==> src/rtl/lock_pkg.sv <==
// Shared key codes and FSM state encoding for the password-lock controller.
package lock_pkg;

  localparam logic [3:0] KEY_STAR = 4'd10;
  localparam logic [3:0] KEY_HASH = 4'd11;

  typedef enum logic [2:0] {
    ENTRY   = 3'd0,
    CHECK   = 3'd1,
    OPEN    = 3'd2,
    SET     = 3'd3,
    LOCKOUT = 3'd4
  } state_t;

endpackage

==> src/rtl/lock_timer.sv <==
// Loadable down-counter shared by the unlock and lockout intervals.
module lock_timer #(
  parameter int W = 32
) (
  input  logic         clk,
  input  logic         rst,
  input  logic         load,
  input  logic [W-1:0] load_val,
  output logic         busy,
  output logic         done
);

  logic [W-1:0] cnt;

  always_ff @(posedge clk) begin
    if (rst) begin
      cnt  <= '0;
      busy <= 1'b0;
    end else if (load) begin
      cnt  <= load_val;
      busy <= 1'b1;
    end else if (busy) begin
      if (cnt == '0) busy <= 1'b0;
      else           cnt  <= cnt - 1'b1;
    end
  end

  // Single-cycle pulse: busy drops on the cycle after the count hits zero.
  assign done = busy && (cnt == '0);

endmodule

==> src/rtl/lock_ctrl.sv <==
// Password-lock controller: assembles keypad digits, checks them against a
// stored code, and drives unlock/alarm with code change and lockout support.
module lock_ctrl
  import lock_pkg::*;
#(
  parameter int unsigned CODE_LEN       = 4,
  parameter int unsigned MAX_TRIES      = 3,
  parameter int unsigned UNLOCK_CYCLES  = 250_000_000,
  parameter int unsigned LOCKOUT_CYCLES = 500_000_000,
  parameter logic [4*CODE_LEN-1:0] DEFAULT_CODE = 16'h1234
) (
  input  logic       clk,
  input  logic       rst,
  input  logic       key_flag,
  input  logic [3:0] key_value,
  output logic       unlock,
  output logic       alarm,
  output logic       err_pulse,
  output logic       set_mode,
  output logic [2:0] digit_cnt,
  output logic [2:0] state
);

  localparam int BUF_W = 4 * CODE_LEN;
  localparam logic [31:0] UNLOCK_LOAD  = 32'(UNLOCK_CYCLES - 1);
  localparam logic [31:0] LOCKOUT_LOAD = 32'(LOCKOUT_CYCLES - 1);
  localparam logic [3:0]  CODE_LEN_C   = 4'(CODE_LEN);
  localparam logic [3:0]  MAX_TRIES_C  = 4'(MAX_TRIES);

  state_t           st;
  logic [BUF_W-1:0] entry_buf;
  logic [BUF_W-1:0] code;
  logic [3:0]       cnt;
  logic [3:0]       tries;

  logic        is_digit, is_star, is_hash;
  logic        buf_full, match, last_try;
  logic        timer_load, timer_busy, timer_done;
  logic [31:0] timer_val;
  logic [3:0]  tries_inc;

  assign is_digit  = key_flag && (key_value <= 4'd9);
  assign is_star   = key_flag && (key_value == KEY_STAR);
  assign is_hash   = key_flag && (key_value == KEY_HASH);
  assign buf_full  = (cnt == CODE_LEN_C);
  assign match     = buf_full && (entry_buf == code);
  assign tries_inc = tries + 4'd1;
  assign last_try  = (tries_inc == MAX_TRIES_C);

  // The timer is armed only from CHECK, with the interval of the state being entered.
  assign timer_load = (st == CHECK) && (match || last_try);
  assign timer_val  = match ? UNLOCK_LOAD : LOCKOUT_LOAD;

  lock_timer #(.W(32)) u_timer (
    .clk      (clk),
    .rst      (rst),
    .load     (timer_load),
    .load_val (timer_val),
    .busy     (timer_busy),
    .done     (timer_done)
  );

  always_ff @(posedge clk) begin
    if (rst) begin
      st        <= ENTRY;
      entry_buf <= '0;
      cnt       <= '0;
      code      <= DEFAULT_CODE;
      tries     <= '0;
      unlock    <= 1'b0;
      alarm     <= 1'b0;
      err_pulse <= 1'b0;
      set_mode  <= 1'b0;
    end else begin
      err_pulse <= 1'b0;
      case (st)
        ENTRY, SET: begin
          if (is_digit && !buf_full) begin
            entry_buf <= (entry_buf << 4) | BUF_W'(key_value);
            cnt       <= cnt + 4'd1;
          end else if (is_star) begin
            entry_buf <= '0;
            cnt       <= '0;
          end else if (is_hash) begin
            if (st == ENTRY) begin
              st <= CHECK;
            end else begin
              entry_buf <= '0;
              cnt       <= '0;
              if (buf_full) begin
                code     <= entry_buf;
                set_mode <= 1'b0;
                st       <= ENTRY;
              end else begin
                err_pulse <= 1'b1;
              end
            end
          end
        end
        CHECK: begin
          entry_buf <= '0;
          cnt       <= '0;
          if (match) begin
            tries  <= '0;
            unlock <= 1'b1;
            st     <= OPEN;
          end else begin
            err_pulse <= 1'b1;
            tries     <= tries_inc;
            if (last_try) begin
              alarm <= 1'b1;
              st    <= LOCKOUT;
            end else begin
              st <= ENTRY;
            end
          end
        end
        OPEN: begin
          // Expiry wins over a simultaneous '#'.
          if (timer_done || !timer_busy) begin
            unlock <= 1'b0;
            st     <= ENTRY;
          end else if (is_hash) begin
            unlock   <= 1'b0;
            set_mode <= 1'b1;
            st       <= SET;
          end
        end
        LOCKOUT: begin
          if (timer_done || !timer_busy) begin
            alarm <= 1'b0;
            tries <= '0;
            st    <= ENTRY;
          end
        end
        default: begin
          st <= ENTRY;
        end
      endcase
    end
  end

  // A full 8-digit buffer cannot be shown on the 3-bit port; it reads as 7.
  assign digit_cnt = (cnt > 4'd7) ? 3'd7 : cnt[2:0];
  assign state     = st;

endmodule
==> config.mk <==
export PLATFORM = sky130hd
export DESIGN_NAME = lock_ctrl
export DESIGN_NICKNAME = d
export VERILOG_FILES = /design/src/rtl/lock_pkg.sv /design/src/rtl/lock_timer.sv /design/src/rtl/lock_ctrl.sv
export SDC_FILE = /design/constraint.sdc
export NUM_CORES = 1
export LEC_CHECK = 0
export CAP_MARGIN = 20
export CORE_UTILIZATION = 50
export CTS_CLUSTER_DIAMETER = 60
export DETAILED_ROUTE_END_ITERATION = 10
export PLACE_DENSITY = 0.68
export SYNTH_ARGS = -nofsm -noshare
export SYNTH_HDL_FRONTEND = slang
export SYNTH_SLANG_ARGS = --single-unit
==> constraint.sdc <==
create_clock -name clk -period 4 [get_ports clk]
set_clock_uncertainty 0.15 [all_clocks]
set_input_delay 0.4 -clock clk [delete_from_list [all_inputs] [get_ports clk]]
set_output_delay 0.4 -clock clk [all_outputs]
set_load 0.02 [all_outputs]
==> impl_metrics.json <==
{
  "syn_nets": 455,
  "synth.most_common_cell": "dfxtp_1",
  "setup_viol": 0,
  "start_kind": "flip-flop",
  "netlist_top_cells_count": "dfxtp_1 (80), nor2_1 (66), mux2i_1 (28), nand2_1 (27), xnor2_1 (25)",
  "portBuffers": 16,
  "hold_path.class": "reg -> reg",
  "cts_tree": "built",
  "h-tree-depth": 3,
  "hpwlAfterDp_um": 5560,
  "fin_nets": 466,
  "synth.top_cell.area_share": 0.411,
  "reg2reg_to": "u_timer.cnt[28]",
  "rsz0062_at_grt": "no",
  "path_clk_slew_ns": 0.08,
  "cts.repair.resized": 0,
  "ios": 17,
  "holdCritStartpoint": "u_timer.cnt[30]",
  "wl_um": 7960,
  "final_cell_count_no_fill": 557,
  "cp-startpoint": "u_timer.cnt[0]",
  "placed_cell_area_sq_um": 4120,
  "grt_overflow": 0,
  "leakagePower_nw": 1.72,
  "area_growth_pct": 10.2,
  "cts_inserted_buffers": 9,
  "antenna_found_initial": 0,
  "post-cts-setup-buffers": 0,
  "setup_slack_ns": 1.30,
  "tns_ns": 0,
  "status": "completed",
  "fin_crit_sh": 0.674,
  "fmax_ghz": 0.371,
  "finalPower_mw": 1.44,
  "rows": 31,
  "grt_pass1_wl_um": 13700,
  "dp_cells": 541,
  "synth_area_leaders": "dfxtp_1 (41%), mux2i_1 (7.2%), nor2_1 (6.4%)",
  "critical_path.endpoint_type": "flip-flop",
  "path_delay_family": "simple AND/OR/NAND/NOR gates",
  "fp.dieH_um": 90.3,
  "clockBufferDepth": 2,
  "synth_ff_type": "dfxtp_1",
  "slew_violations": 0,
  "slew_headroom": 0.582,
  "drt_drc_violations_left": 0,
  "drtAntennaViolNets": 0,
  "synth.distinct_cells": 56,
  "dp_slack_ns": 1.18,
  "synthCells": 442,
  "dieWidth_um": 90.3,
  "reg2reg_setup_slack_ns": 1.30,
  "r2r-start": "u_timer.cnt[0]",
  "clock_sinks": 80,
  "num_antenna_cells": 0,
  "cp_num_buf_inv": 1,
  "first_pass_iters": 5,
  "syn_area_sq_um": 3900,
  "clock_latency_ns": 0.35,
  "cp.required_ns": 4.08,
  "hold_viol": 0,
  "via_per_inst": 5.61,
  "peakVddDrop_v": 0.000147,
  "ys_ff_latch": 80,
  "synth-edff-count": 0,
  "gp_congestion": 0.817,
  "finalCriticalPeriod_ns": 2.70,
  "min_path_cells": 2,
  "cap_viol_max_count": 0,
  "yosysTopAreaCell": "dfxtp_1",
  "drt-initial-drc-count": 187,
  "slowest_delay_ns": 0.52,
  "drive_gt1_frac": 0.0852,
  "syn_avg_cell_area_sq_um": 8.82,
  "crit_chain": "inv_1, ha_1, nor4b_1, nand4_1, o31a_1, nor3_2, a22o_1, nor3b_1",
  "synthArstFlopShare": 0,
  "hold_path_end": "u_timer.cnt[30]",
  "yosysSeqAreaShare": 0.411,
  "reg2reg_depth": 8,
  "grt_pass1_vias": 2823,
  "fp.dieArea_sq_um": 8150,
  "worst_pin_slew_ns": 0.628,
  "critical_path.slowest_cell": "o31a_1",
  "design_area_sq_um": 4300,
  "initial_core_util": 0.526,
  "post_drt_wl_per_cell_um": 14.3,
  "n_fill_cell": 696,
  "arrival_ns": 2.78,
  "synth.yosys.warnings": 0,
  "grt_usage": 0.206,
  "path_class": "reg -> reg",
  "grt_max_degree": 45,
  "ctsHoldBuffers": 0,
  "path_max_fanout": 15,
  "cts_root_buf": "clkbuf_8",
  "powerDensity_nw_per_um2": 336,
  "dr_total_vias": 3122,
  "coreArea_sq_um": 7410
}
## logic make-up (layout without fill, tap and decap cells)
logic type	Yosys count	after routing	share of synthesized area
and+or+nand+nor	177	177	0.242
xor gates and xnor gates	42	42	0.0944
muxes	28	28	0.0719
buffers and inverters	37	53	0.0430
adders and majority gates	6	6	0.0193
AOI/OAI and AO/OA	72	72	0.119
DFF	80	80	0.411
## where the power goes
part / switching [mW] / total, mW / leakage, nW / internal, mW
sequential: 0.00868 / 0.811 / 0.645 / 0.802
clock: 0.321 / 0.551 / 0.0898 / 0.231
combinational: 0.0447 / 0.0790 / 0.984 / 0.0343
total: 0.374 / 1.44 / 1.72 / 1.07
## tightest hold or removal path: stages, from the launching register on
cell and delay, ns:
dfxtp_1 0.32, o21ai_0 0.06, a21oi_1 0.06
## registers in the layout, summed over array words and instances, names as in the netlist, 3 cells and up
register     cells
entry_buf       16
tries            4
u_timer.cnt     32
cnt              4
code            16
state            3
## per-layer routing
layer	routed length, um	GRT usage	vias to the layer above
li1	-	-	1573
met1	4140	0.303	1477
met2	3430	0.307	62
met3	289	0.0328	10
met4	105	0.0685	0
met5	0	0	-
## cells in the final DEF, fill, tap and decap left out, types with 3 or more instances in the layout
| cell | Yosys | layout |
|---|---|---|
| ha_1 | 6 | 6 |
| nor4_2 | 3 | 3 |
| and3b_1 | 4 | 4 |
| nand2_1 | 27 | 27 |
| nor2_1 | 66 | 66 |
| clkinv_4 | 0 | 4 |
| nand2b_1 | 4 | 4 |
| inv_1 | 15 | 15 |
| nor4_1 | 6 | 6 |
| or2_2 | 5 | 5 |
| o211ai_1 | 3 | 3 |
| xnor2_1 | 25 | 25 |
| o21ai_0 | 14 | 14 |
| buf_4 | 0 | 6 |
| a211o_1 | 5 | 5 |
| or3_1 | 5 | 5 |
| nor3_1 | 14 | 14 |
| a31oi_1 | 6 | 6 |
| clkbuf_8 | 0 | 9 |
| and4_1 | 3 | 3 |
| nand4_1 | 9 | 9 |
| nand3_1 | 11 | 11 |
| mux2i_1 | 28 | 28 |
| a211oi_1 | 3 | 3 |
| xor2_1 | 17 | 17 |
| dfxtp_1 | 80 | 80 |
| a21oi_1 | 24 | 24 |
| nand3b_1 | 4 | 4 |
| clkdlybuf4s50_1 | 0 | 16 |
## metrics by stage
stage	hold slack (ns)	util
3_3_place_gp	0.314	0.555
4_1_cts	0.341	0.580
5_1_grt	0.372	0.580
6_report	0.333	0.580
2_1_floorplan	0.301	-
3_5_place_dp	0.326	0.555
## layout make-up
cell class / count / area [sq um] / area share
Clock buffer: 9 / 124 / 0.0288
Inverter: 15 / 56.3 / 0.0131
Tap cell: 99 / 124 / 0.0288
Multi-Input combinational cell: 325 / 2130 / 0.495
Sequential cell: 80 / 1600 / 0.373
Timing Repair Buffer: 22 / 205 / 0.0478
Clock inverter: 7 / 56.3 / 0.0131
## worst max path at each step
stage / endpoint / slack, ns / cells after the start
final: u_timer.cnt[28] / 1.30 / 8
after global placement: entry_buf[12] / 1.29 / 9
after floorplan: u_timer.cnt[29] / 1.61 / 10
after detailed placement: entry_buf[12] / 1.18 / 9
after CTS: u_timer.cnt[28] / 1.30 / 8
after global routing: u_timer.cnt[30] / 1.06 / 8
Note: power is estimated with default switching activity, not from simulation.
